File: config.mk
export PLATFORM = sky130hd
export DESIGN_NAME = sram_bridge
export DESIGN_NICKNAME = d
export VERILOG_FILES = /design/src/rtl/riscii_dev_pkg.sv /design/src/rtl/sram_bridge.sv
export SDC_FILE = /design/constraint.sdc
export NUM_CORES = 1
export LEC_CHECK = 0
export ABC_AREA = 1
export CORE_ASPECT_RATIO = 0.6
export CORE_MARGIN = 8
export CORE_UTILIZATION = 46
export CTS_BUF_LIST = sky130_fd_sc_hd__clkbuf_4 sky130_fd_sc_hd__clkbuf_8
export CTS_CLUSTER_DIAMETER = 80
export DETAILED_ROUTE_END_ITERATION = 8
export PLACE_DENSITY = 0.88
export SYNTH_ARGS = -nofsm -noshare
export SYNTH_HDL_FRONTEND = slang
export SYNTH_SLANG_ARGS = --single-unit
File: constraint.sdc
create_clock -name i_clk -period 3.8 [get_ports i_clk]
set_clock_uncertainty 0.1 [all_clocks]
set_input_delay 0.57 -clock i_clk [delete_from_list [all_inputs] [get_ports i_clk]]
set_output_delay 0.57 -clock i_clk [all_outputs]
set_load 0.01 [all_outputs]
File: src/rtl/riscii_dev_pkg.sv
// Shared definitions for the RISCII development chassis.
// Holds bus widths and the SRAM bridge state encoding.
package riscii_dev_pkg;

    localparam int SRAM_ADDR_W = 18;
    localparam int WORD_W      = 16;

    typedef enum logic [2:0] {
        IDLE,
        READ,
        SETUP,
        WRITE,
        HOLD
    } sram_state_t;

endpackage

File: src/rtl/sram_bridge.sv
// Bridge from the RISCII word memory port to the asynchronous 256Kx16 SRAM.
// One request at a time; strobes are registered from the next-state decode.
module sram_bridge
    import riscii_dev_pkg::*;
#(
    parameter int ACCESS_CYCLES = 2
) (
    input  logic                   i_clk,
    input  logic                   i_reset,
    input  logic                   i_reqValid,
    input  logic                   i_reqWrite,
    input  logic [WORD_W-1:0]      i_reqAddr,
    input  logic [WORD_W-1:0]      i_reqData,
    output logic                   o_reqReady,
    output logic                   o_rspValid,
    output logic [WORD_W-1:0]      o_rspData,
    output logic [SRAM_ADDR_W-1:0] o_sramAddr,
    output logic [WORD_W-1:0]      o_sramDataOut,
    output logic                   o_sramDataOE,
    input  logic [WORD_W-1:0]      i_sramDataIn,
    output logic                   o_sramCEn,
    output logic                   o_sramOEn,
    output logic                   o_sramWEn,
    output logic                   o_sramUBn,
    output logic                   o_sramLBn
);

    localparam logic [3:0] CNT_LOAD = 4'(ACCESS_CYCLES - 1);

    sram_state_t state, state_next;
    logic [3:0]  cnt, cnt_next;
    logic        accept;
    logic        read_done;
    logic        ce_n_next, oe_n_next, we_n_next, bytes_n_next, data_oe_next;

    assign o_reqReady = (state == IDLE);
    assign accept     = i_reqValid && (state == IDLE);
    assign read_done  = (state == READ) && (cnt == 4'd0);

    always_comb begin
        state_next = state;
        cnt_next   = cnt;
        unique case (state)
            IDLE: begin
                if (i_reqValid) begin
                    cnt_next   = CNT_LOAD;
                    state_next = i_reqWrite ? SETUP : READ;
                end
            end
            READ: begin
                if (cnt == 4'd0) state_next = IDLE;
                else             cnt_next   = cnt - 4'd1;
            end
            SETUP: state_next = WRITE;
            WRITE: begin
                if (cnt == 4'd0) state_next = HOLD;
                else             cnt_next   = cnt - 4'd1;
            end
            HOLD:    state_next = IDLE;
            default: state_next = IDLE;
        endcase
    end

    // Strobe levels are decoded from the state we are about to enter so
    // that the registered pins line up exactly with the state register.
    always_comb begin
        ce_n_next    = 1'b1;
        oe_n_next    = 1'b1;
        we_n_next    = 1'b1;
        bytes_n_next = 1'b1;
        data_oe_next = 1'b0;
        unique case (state_next)
            READ: begin
                ce_n_next    = 1'b0;
                oe_n_next    = 1'b0;
                bytes_n_next = 1'b0;
            end
            SETUP, HOLD: begin
                ce_n_next    = 1'b0;
                bytes_n_next = 1'b0;
                data_oe_next = 1'b1;
            end
            WRITE: begin
                ce_n_next    = 1'b0;
                we_n_next    = 1'b0;
                bytes_n_next = 1'b0;
                data_oe_next = 1'b1;
            end
            default: ;
        endcase
    end

    always_ff @(posedge i_clk or posedge i_reset) begin
        if (i_reset) begin
            state         <= IDLE;
            cnt           <= 4'd0;
            o_rspValid    <= 1'b0;
            o_rspData     <= '0;
            o_sramAddr    <= '0;
            o_sramDataOut <= '0;
            o_sramDataOE  <= 1'b0;
            o_sramCEn     <= 1'b1;
            o_sramOEn     <= 1'b1;
            o_sramWEn     <= 1'b1;
            o_sramUBn     <= 1'b1;
            o_sramLBn     <= 1'b1;
        end else begin
            state         <= state_next;
            cnt           <= cnt_next;
            o_rspValid    <= read_done;
            o_sramDataOE  <= data_oe_next;
            o_sramCEn     <= ce_n_next;
            o_sramOEn     <= oe_n_next;
            o_sramWEn     <= we_n_next;
            o_sramUBn     <= bytes_n_next;
            o_sramLBn     <= bytes_n_next;
            if (read_done) o_rspData <= i_sramDataIn;
            if (accept) begin
                o_sramAddr    <= {2'b00, i_reqAddr};
                o_sramDataOut <= i_reqData;
            end
        end
    end

endmodule

# Yosys cells after proc, flatten, opt, wreduce, memory -nomap -nowiden
# Index checks and enable logic that the tools add are counted.
dict set report word_totals {
  register_bits 60
  in_bits 52
  output_inout_bits 58
  elab_cells 41
}
dict set report classes {
  n_addsub 1
  eq_ne 9
  muxes 12
  n_reduce_logical 9
}
# op count
set op_table {}
lappend op_table {{3-bit by 2-bit == test with 1-bit output, second input constant} 4}
lappend op_table {{3-bit one-hot mux with 4 select lines} 1}
lappend op_table {{3-bit 2-to-1 mux} 3}
lappend op_table {{4-bit 2-to-1 mux} 2}
lappend op_table {{4-bit one-hot mux with 2 select lines} 1}
lappend op_table {{3-bit by 1-bit == test with 1-bit output, second input constant} 2}
lappend op_table {{4-bit zero test} 1}
lappend op_table {{1-bit 2-to-1 mux} 4}
lappend op_table {{2-bit != test, second input constant} 2}
lappend op_table {{4-bit OR reduction} 1}
lappend op_table {{4-bit by 1-bit subtractor with 4-bit output, second input constant} 1}
lappend op_table {{3-bit == test, second input constant} 1}
lappend op_table {{3-bit zero test} 1}
lappend op_table {{3-bit AND reduction} 1}
lappend op_table {{3-bit OR reduction} 1}
lappend op_table {{1-bit logical AND} 2}
lappend op_table {{2-bit 2-to-1 mux} 1}
lappend op_table {{2-bit nonzero test} 1}
lappend op_table {{2-bit OR reduction} 1}

# Longest topological paths before layout
# Gate-level depths: netlist of the first run.
dict set report depth {
  depth_word 6
  ltp_mapped 9
  depth_no_buf 8
}

# Worst setup path after synthesis of the first run
# No wires, ideal clock.
dict set report synth_path {
  path_type {register to output}
  start {reg state[2]}
  end {out o_reqReady}
  arrival_ps 818
  t_required_ps 3130
  path_slack_ps 2312
  stages_incl_launch_ff 4
  n_path_buf 0
  cell_sequence {dfrtp_1 -> nor2_4 -> inv_2 -> nor2_1}
}
dict set report synth_between {
  elab_chain_cells 1
}
# item line_no
set synth_lines {}
lappend synth_lines {{start, declared} sram_bridge.sv:30} ;# sram_state_t state, state_next;
lappend synth_lines {{start signal, assigned} sram_bridge.sv:108} ;# state <= state_next;
lappend synth_lines {{3-bit zero test} sram_bridge.sv:36} ;# assign o_reqReady = (state == IDLE);
lappend synth_lines {{end, declared} sram_bridge.sv:14} ;# output logic o_reqReady,
# No other way between the ends.

# Final worst setup path of the first run
# Ends and elaborated chain as after synthesis.

==> out/qor.yml, run 1 <==
area_growth_pct: 53.3
ant_nets: 0
numCtsBuffers: 9
clk_latency_ps: 330
met2_wirelength_mm: 2.64
antenna_found_initial: 0
netlist_instances: 270
cts-root-buf: "clkbuf_8"
finalHoldViolCount: 0
postCtsHoldBufs: 0
drive_gt1_frac: 0.0757
htreeDepth: 3
maxSlewViolCount: 0
setup_viol: 0
post-route-period-util: 0.643
crit_type: "flip-flop to primary output"
grt.overflow.total: 0
ios: 110
hold_class: "flip-flop to flip-flop"
die_x_um: 110
top_layer: "met4"
grt_pass1_wl_mm: 10.4
fin_hold_ws_ps: 382
wl_met1_mm: 2.91
crit_path_max_fanout: 5
die_h_um: 72.2
finalInstanceArea_mm2: 0.00371
antennaDiodeCount: 0
remaining_drc_errors: 0
grt_pass1_vias: 2170
rsz0062_at_grt: "no"
period_minus_slack_ps: 2450
drv_cap: 0
dp_hpwl_mm: 4.91
synth_area_mm2: 0.00242
core_area_mm2: 0.00505
rows: 20
globalRouteTotalUtil: 0.173
vias: 2097
fin_util: 0.734
clkTransAtPathRegs_ps: 70
seq_area_frac_synth: 0.622
outcome: "completed"
critPathCaptureType: "primary output"
initial_core_util: 0.478
fmax_mhz: 409
dr.pass1.iters: 4
synth_seq_cells: 60
nNetsFinal: 431
vias_per_cell: 4.67
required_ps: 3130
startpoint_type: "flip-flop"
slew_headroom: 0.642
arrival_ps: 1780
avgSynthCellArea_um2: 8.96
tightest_slew_ps: 536
post_cts_buffers: 0
dr_wl_met3_um: 860
gp_congestion: 0.798
ys_warn_count: 0
place_area_mm2: 0.00349
cts_resized: 0
die_area_mm2: 0.00791
port_buffers: 107
peakVddDrop_mv: 0.400
grt_start_max_net_pins: 38
cts_sinks: 60
fillCellCount: 366
final.setup.tns_ps: 0
power.static_leakage_nw: 1.86
clk_path_buf_depth: 2
wire_per_inst_um: 14.4
routed_wl_mm: 6.49
cts_tree: "yes"
synthDistinctLibCells: 21
dr.first_iter.drc_count: 85
powerDensity_mw_per_mm2: 857
[metrics by stage]
stage | worst slack (ps) | instances | total power, mW
6_report | 1350 | 449 | 3.18
5_1_grt | 1280 | 449 | 3.41
4_1_cts | 1330 | 449 | 3.21
3_5_place_dp | 1360 | 433 | 2.57
3_3_place_gp | 1410 | 433 | 2.52
2_1_floorplan | 1650 | 271 | 1.82
[cell usage in the layout, fill, tap and decap left out, types with 2 or more instances in the layout]
cell | netlist | routed
clkbuf_8 | 0 | 10
inv_2 | 2 | 3
inv_1 | 10 | 9
nand2_1 | 159 | 159
clkinv_2 | 0 | 3
dfrtp_1 | 57 | 57
dfstp_2 | 3 | 3
bufinv_16 | 0 | 2
nand3_1 | 7 | 7
nor2_1 | 5 | 5
o21ai_0 | 4 | 4
nor2_4 | 2 | 2
conb_1 | 1 | 2
clkdlybuf4s50_1 | 0 | 107
[registers in the layout (all words and copies together) (netlist names)]
signal	flops
o_sramDataOE	1
o_rspValid	1
o_sramOEn	1
o_rspData	16
o_sramLBn	1
o_sramWEn	1
state	3
o_sramAddr	16
o_sramDataOut	16
cnt	4
[logic make-up after synthesis]
| kind of cell | Yosys count | share of synthesized area |
|---|---|---|
| simple gates | 178 | 0.297 |
| compound gates | 4 | 0.00828 |
| buf+inv | 25 | 0.0616 |
| other cells | 1 | 0.00155 |
| xor+xnor | 1 | 0.00362 |
| fa+ha+maj | 1 | 0.00517 |
| flops | 60 | 0.622 |
[synthesized netlist by cell type]
cell type,instances,area (um^2)
nand2_1,159,597
dfrtp_1,57,1430
inv_1,10,37.5
buf_4,8,60.1
nand3_1,7,35.0
nor2_1,5,18.8
o21ai_0,4,20.0
buf_2,3,15.0
dfstp_2,3,78.8
inv_2,2,7.51
nor2_4,2,22.5
buf_12,1,20.0
conb_1,1,3.75
ha_1,1,12.5
inv_6,1,8.76
nand2_2,1,6.26
nand2_4,1,11.3
nand3_4,1,17.5
nand4_1,1,6.26
nor3_1,1,5.00
xor2_1,1,8.76
[path summary, 6_finish.rpt]
path	start	endpoint	slack [ps]	cells past startpoint
min reg2reg	o_sramDataOut[13]	o_sramDataOut[13]	380	2
min in group asynchronous	i_reset	o_sramAddr[10]	500	2
min	o_sramDataOut[13]	o_sramDataOut[13]	380	2
max in group asynchronous	i_reset	o_rspData[2]	2260	3
max	state[2]	o_reqReady	1350	4
max reg2reg	state[0]	o_sramDataOut[6]	1870	5
[layer usage]
layer / global-route usage / up-vias
met5: 0 / -
met4: 0.0565 / 0
li1: - / 1027
met2: 0.248 / 91
met3: 0.0964 / 8
met1: 0.214 / 971
[worst max-delay path, stage by stage (launching register included)]
cell and delay, ps:
dfrtp_1 440, nor2_4 170, inv_2 70, nor2_1 180, clkdlybuf4s50_1 580
[final cells by class]
| type | instances | area [um^2] | share of cell area |
|---|---|---|---|
| multi-input combinational | 186 | 768 | 0.207 |
| timing repair buffer | 108 | 1080 | 0.291 |
| sequential | 60 | 1510 | 0.406 |
| clock inverter | 5 | 75.1 | 0.0202 |
| clock buffer | 11 | 145 | 0.0391 |
| tap | 66 | 82.6 | 0.0223 |
| inverter | 13 | 53.8 | 0.0145 |
[power by group]
part / internal, mW / switching [mW] / total, mW
Clock: 0.391 / 0.238 / 0.629
Combinational: 0.720 / 0.698 / 1.42
Sequential: 0.955 / 0.176 / 1.13
Total: 2.07 / 1.11 / 3.18
Note: power is estimated with default switching activity, not from simulation.
==> inputs of run 2 (changes only) <==
- CORE_UTILIZATION: 46 -> 43
- PLACE_DENSITY: 0.88 -> 0.83
- clock period: 3.8 -> 2.4 ns (I/O delays scaled with it)
==> run 2 against run 1 <==
  * Flip-flop and latch count is the same
  * Register-to-register slack got worse by 1100 ps
  * Cell area fell by 0.14%
  * Critical path depth unchanged
  * Total power rose by 55%
  * Via count rose by 0.57%
  * Sequential share of layout area is 0.055 points higher
  * Clock-buffer cell count down 1
  * Wire length rose by 2.3%
  * Clock power up 42%
  * Setup slack got worse by 1100 ps
  * Die area up 5.7%
  * Largest cell class unchanged
  * Largest power group unchanged
  * Highest routed layer unchanged
==> out/qor.yml, run 2 (synthesis gave the netlist of run 1 again) <==
setup_viol: 0  # unchanged
power.static_leakage_nw: 1.84  # was 1.86 nW
wl_met1_mm: 2.90  # was 2.91 mm
routed_wl_mm: 6.64  # was 6.49 mm
htreeDepth: 3  # unchanged
post_cts_buffers: 0  # unchanged
globalRouteTotalUtil: 0.170  # was 0.173
drv_cap: 0  # unchanged
dr.pass1.iters: 4  # unchanged
cts_sinks: 60  # unchanged
crit_type: "flip-flop to primary output"  # unchanged
remaining_drc_errors: 0  # unchanged
initial_core_util: 0.440  # was 0.478
dp.cells: 438  # was 433
wire_per_inst_um: 14.6  # was 14.4 um
grt_start_max_net_pins: 37  # was 38
vias_per_cell: 4.65  # was 4.67
grt_pass1_vias: 2132  # was 2170
r2r_cells: 8  # was 5
die_h_um: 74.1  # was 72.2 um
finalHoldViolCount: 0  # unchanged
cts_resized: 0  # unchanged
rows: 21  # was 20
grt_pass1_wl_mm: 10.8  # was 10.4 mm
hold_class: "input port to asynchronous set/reset pin"  # was flip-flop to flip-flop
drive_gt1_frac: 0.0805  # was 0.0757
startpoint: "state[2]"  # unchanged
gp_congestion: 0.788  # was 0.798
path_cells: "nor2_4 -> inv_2 -> nor2_1 -> clkdlybuf4s50_1"  # unchanged
fmax_mhz: 466
nNetsFinal: 433  # was 431
dr_wl_met3_um: 853  # was 860 um
critPathCaptureType: "primary output"  # unchanged
reg2reg_slack_ps: 820  # was 1870 ps
die_area_mm2: 0.00836  # was 0.00791 mm^2
numCtsBuffers: 9  # unchanged
layout_common_cells: "nand2_1, clkdlybuf4s50_1, dfrtp_1"  # unchanged
top_layer: "met4"  # unchanged
tightest_slew_ps: 528  # was 536 ps
startpoint_type: "flip-flop"  # unchanged
core_area_mm2: 0.00549  # was 0.00505 mm^2
maxSlewViolCount: 0  # unchanged
antenna_found_initial: 0  # unchanged
met2_wirelength_mm: 2.79  # was 2.64 mm
final.setup.tns_ps: 0  # unchanged
grt.overflow.total: 0  # unchanged
clk_latency_ps: 340  # was 330 ps
cp_slowest_cell: "clkdlybuf4s50_1"  # unchanged
area_growth_pct: 53.1  # was 53.3%
stdcell_count: 454  # was 449
layout_commonest_cell: "nand2_1"  # unchanged
die_x_um: 113  # was 110 um
reg_top3: "o_rspData x16, o_sramAddr x16, o_sramDataOut x16"  # unchanged
clkTransAtPathRegs_ps: 70  # about the same
period_minus_slack_ps: 2140
outcome: "completed"  # unchanged
worst_path_largest_cell_delay_ps: 550  # was 580 ps
postCtsHoldBufs: 0  # unchanged
cts-root-buf: "clkbuf_8"  # unchanged
slew_headroom: 0.648  # was 0.642
cts_tree: "yes"  # unchanged
required_ps: 1940  # was 3130 ps
dr.first_iter.drc_count: 120  # was 85
ant_nets: 0  # unchanged
r2r_start: "cnt[0]"  # was state[0]
antennaDiodeCount: 0  # unchanged
port_buffers: 107  # unchanged
vias: 2109  # was 2097
arrival_ps: 1680  # was 1780 ps
worstReg2RegEnd: "o_rspData[7]"  # was o_sramDataOut[6]
dp_hpwl_mm: 4.96  # was 4.91 mm
ios: 110  # unchanged
post-route-period-util: 0.893
clk_path_buf_depth: 2  # unchanged
crit_path_max_fanout: 5  # unchanged
peakVddDrop_mv: 0.595  # was 0.400 mV
rsz0062_at_grt: "no"  # unchanged
powerDensity_mw_per_mm2: 1330  # was 857 mW/mm^2
## run 2: worst max path at each step
stage | end | slack [ps] | depth (start not counted)
6_report | o_reqReady | 260 | 4
5_1_grt | o_reqReady | 150 | 4
4_1_cts | o_reqReady | 220 | 4
3_5_place_dp | o_sramAddr[4] | 550 | 5
3_3_place_gp | o_reqReady | 620 | 4
2_1_floorplan | cnt[0] | 460 | 1
## run 2: worst max-delay path: cells and delay by family (launching register included)
family	cells	cell delay, ps
flops	1	440
buf+inv	2	620
simple gates	2	290
## run 2: routing by layer
| metal | vias up | global-route usage |
|---|---|---|
| li1 | 1030 | - |
| met1 | 963 | 0.208 |
| met5 | - | 0 |
| met4 | 0 | 0.0668 |
| met2 | 106 | 0.242 |
| met3 | 10 | 0.0964 |
## run 2: power by group
| part | leakage [nW] | switching (mW) | internal [mW] | total [mW] |
|---|---|---|---|---|
| logic | 1.01 | 1.12 | 1.15 | 2.26 |
| registers | 0.739 | 0.269 | 1.51 | 1.78 |
| clock network | 0.0879 | 0.405 | 0.488 | 0.893 |
| total | 1.84 | 1.79 | 3.14 | 4.94 |
## run 2: layout make-up
type                    count  area [um^2]
repair buffers            110         1090
clock inverters             6         65.1
fillers                   460         1790
clock buffers              10          131
well taps                  69         86.3
multi-input cells         186          768
flip-flops and latches     60         1510
inverters                  13         53.8
## run 2: through the flow
stage | setup WS (ps) | hold slack [ps] | power [mW] | area (um^2) | util
after floorplan | 460 | 364 | 2.89 | 2420 | -
after global placement | 617 | 359 | 4.01 | 3510 | 0.639
after detailed placement | 548 | 364 | 4.09 | 3510 | 0.639
after CTS | 225 | 167 | 5.01 | 3700 | 0.674
after global routing | 149 | 179 | 5.33 | 3700 | 0.674
final | 256 | 173 | 4.94 | 3700 | 0.674
==> inputs of run 3 (changes only) <==
- ABC_AREA: 1 -> not set
- SLEW_MARGIN: not set -> 20
==> run 3 against run 2 <==
  * Setup slack improved by 34 ps
  * Total power increased by 4.6%
  * Largest power group unchanged
  * First-iteration DRC count decreased by 61%
  * Non-clock buffer count increased by 1
==> out/qor.yml, run 3 <==
postCtsHoldBufs: 0  # unchanged
globalRouteTotalUtil: 0.147  # was 0.170
period_minus_slack_ps: 2110  # was 2140 ps
area_growth_pct: 56.7  # was 53.1%
finalInstanceArea_mm2: 0.00381  # was 0.00370 mm^2
clk_path_buf_depth: 2  # unchanged
ys_warn_count: 0  # unchanged
antennaDiodeCount: 0  # unchanged
post_cts_buffers: 0  # unchanged
p_int_mw: 3.68  # was 3.14 mW
reg_top3: "o_rspData x16, o_sramAddr x16, o_sramDataOut x16"  # unchanged
grt_start_max_net_pins: 37  # unchanged
core_area_mm2: 0.00552  # was 0.00549 mm^2
seq_power_share: 0.354  # was 0.361
startpoint: "cnt[0]"  # was state[2]
initial_core_util: 0.440  # about the same
synthDistinctLibCells: 31  # was 21
routed_wl_mm: 5.95  # was 6.64 mm
dp_hpwl_mm: 4.51  # was 4.96 mm
arrival_ps: 2220  # was 1680 ps
dr.pass1.iters: 4  # unchanged
die_h_um: 74.2  # was 74.1 um
cts-root-buf: "clkbuf_8"  # unchanged
outcome: "completed"  # unchanged
power.switching_mw: 1.48  # was 1.79 mW
ant_nets: 0  # unchanged
grt.overflow.total: 0  # unchanged
finalHoldViolCount: 0  # unchanged
cts_resized: 0  # unchanged
reg2reg_slack_ps: 290  # was 820 ps
fmax_mhz: 474  # was 466 MHz
power_mw: 5.16  # was 4.94 mW
gp_congestion: 0.740  # was 0.788
seq_area_frac_synth: 0.620  # was 0.622
setup_viol: 0  # unchanged
synth_edf_count: 0  # unchanged
hold_class: "input port to asynchronous set/reset pin"  # unchanged
fin_ws_ps: 289  # was 256 ps
r2r_start: "cnt[0]"  # unchanged
rsz0062_at_grt: "no"  # unchanged
crit_type: "flip-flop to flip-flop"  # was flip-flop to primary output
swShare: 0.287  # was 0.363
die_x_um: 113  # about the same
clk_latency_ps: 320  # was 340 ps
tightest_slew_ps: 579  # was 528 ps
crit_path_max_fanout: 17  # was 5
final.setup.tns_ps: 0  # unchanged
layout_common_cells: "clkdlybuf4s50_1, dfrtp_1, mux2_2"  # was nand2_1, clkdlybuf4s50_1, dfrtp_1
nNetsFinal: 324  # was 433
r2r_cells: 6  # was 8
clkPwrFrac: 0.208  # was 0.181
fillCellCount: 393  # was 460
vias: 1665  # was 2109
htreeDepth: 3  # unchanged
seq_area_mm2: 0.00151  # unchanged
avgSynthCellArea_um2: 15.1  # was 8.96 um^2
powerDensity_mw_per_mm2: 1360  # was 1330 mW/mm^2
synth_seq_cells: 60  # unchanged
numCtsBuffers: 9  # unchanged
yosysTopAreaCell: "dfrtp_1"  # unchanged
synth_flop_cell: "dfrtp_1"  # unchanged
cts_tree: "yes"  # unchanged
drv_cap: 0  # unchanged
drive_gt1_frac: 0.262  # was 0.0805
die_area_mm2: 0.00839  # was 0.00836 mm^2
remaining_drc_errors: 0  # unchanged
async_flop_share: 1.00  # unchanged
ios: 110  # unchanged
p_comb_frac: 0.438  # was 0.459
grt_pass1_wl_mm: 9.34  # was 10.8 mm
grt_pass1_vias: 1810  # was 2132
antenna_found_initial: 0  # unchanged
pre_cts_slack_ps: 206  # was 548 ps
dr.first_iter.drc_count: 47  # was 120
synth_common_cells: "dfrtp_1, mux2_2, mux2_4"  # was nand2_1, dfrtp_1, inv_1, buf_4, nand3_1
worstReg2RegEnd: "o_rspData[10]"  # was o_rspData[7]
vias_per_cell: 4.84  # was 4.65
synth_area_leaders: "dfrtp_1, mux2_2, mux2_4"  # was dfrtp_1, nand2_1, dfstp_2
clkTransAtPathRegs_ps: 70  # about the same
rows: 21  # unchanged
post-route-period-util: 0.879  # was 0.893
worstSetupEndpoint: "o_rspData[10]"  # was o_reqReady
power.static_leakage_nw: 1.64  # was 1.84 nW
port_buffers: 107  # unchanged
netlist_instances: 161  # was 270
multi_input_area_um2: 820  # was 768 um^2
synth_area_mm2: 0.00243  # was 0.00242 mm^2
required_ps: 2510  # was 1940 ps
peakVddDrop_mv: 0.751  # was 0.595 mV
synth.most_common_cell: "dfrtp_1"  # was nand2_1
critPathCaptureType: "flip-flop"  # was primary output
cts_sinks: 60  # unchanged
layout_commonest_cell: "clkdlybuf4s50_1"  # was nand2_1
wire_per_inst_um: 17.3  # was 14.6 um
maxSlewViolCount: 0  # unchanged
startpoint_type: "flip-flop"  # unchanged
slew_headroom: 0.614  # was 0.648
place_area_mm2: 0.00357  # was 0.00351 mm^2
synth_top_area_share: 0.587  # was 0.590
-- run 3: cell count changes after synthesis, moves of 3 or more --
cell,delta
buf_4,-4
inv_1,-5
mux2_2,+39
mux2_4,+9
mux2i_1,+4
nand2_1,-157
nand2b_1,+4
nand3_1,-7
nor3_1,+3
o21ai_0,-3
-- run 3: metal layers --
metal,track usage,wire [um],vias up
met5,0,0,-
li1,-,-,768
met2,0.211,2400,85
met1,0.177,2760,807
met3,0.0932,738,5
met4,0.0528,48,0
-- run 3: cells by family (layout without fill, tap and decap cells) --
group | Yosys count | after routing | share of synthesized area
compound gates | 7 | 7 | 0.0211
fa+ha+maj | 1 | 1 | 0.00515
buf+inv | 18 | 131 | 0.0469
flops | 60 | 60 | 0.620
mux | 52 | 52 | 0.253
other cells | 1 | 2 | 0.00154
simple gates | 22 | 22 | 0.0526
-- run 3: critical path: stages, from the launching register on --
cell,delay (ps)
dfrtp_1,400
inv_1,70
ha_1,190
or3b_1,370
or3_1,310
buf_4,230
mux2_4,320
-- run 3: worst min-delay path by stage --
| stage | start | endpoint | slack (ps) | cells past startpoint |
|---|---|---|---|---|
| after floorplan | cnt[0] | cnt[0] | 370 | 1 |
| after global placement | o_rspData[2] | o_rspData[2] | 390 | 1 |
| after detailed placement | o_rspData[5] | o_rspData[5] | 390 | 1 |
| after CTS | i_reset | o_rspData[5] | 330 | 2 |
| after global routing | i_reset | o_rspData[7] | 370 | 2 |
| final | i_reset | o_rspData[7] | 330 | 2 |
-- run 3: area by class of cell --
cell class,instances,share of cell area
multi-input combinational,84,0.215
tap,69,0.0227
clock buffer,10,0.0362
inverter,5,0.00493
clock inverter,5,0.0263
timing repair buffer,111,0.299
sequential,60,0.395
-- run 3: stage by stage --
stage,hold slack (ps),cells,util
finish,327,344,0.690
global placement,386,329,0.647
global route,371,344,0.690
detailed placement,391,329,0.647
floorplan,369,162,-
CTS,326,344,0.690
-- run 3: power groups by stage --
stage | combinational (mW) | sequential, mW | clock [mW]
after floorplan | 0.920 | 2.00 | 0
after global placement | 2.24 | 1.82 | 0
after detailed placement | 2.29 | 1.85 | 0
after CTS | 2.30 | 1.83 | 1.10
after global routing | 2.43 | 1.90 | 1.15
final | 2.26 | 1.83 | 1.07
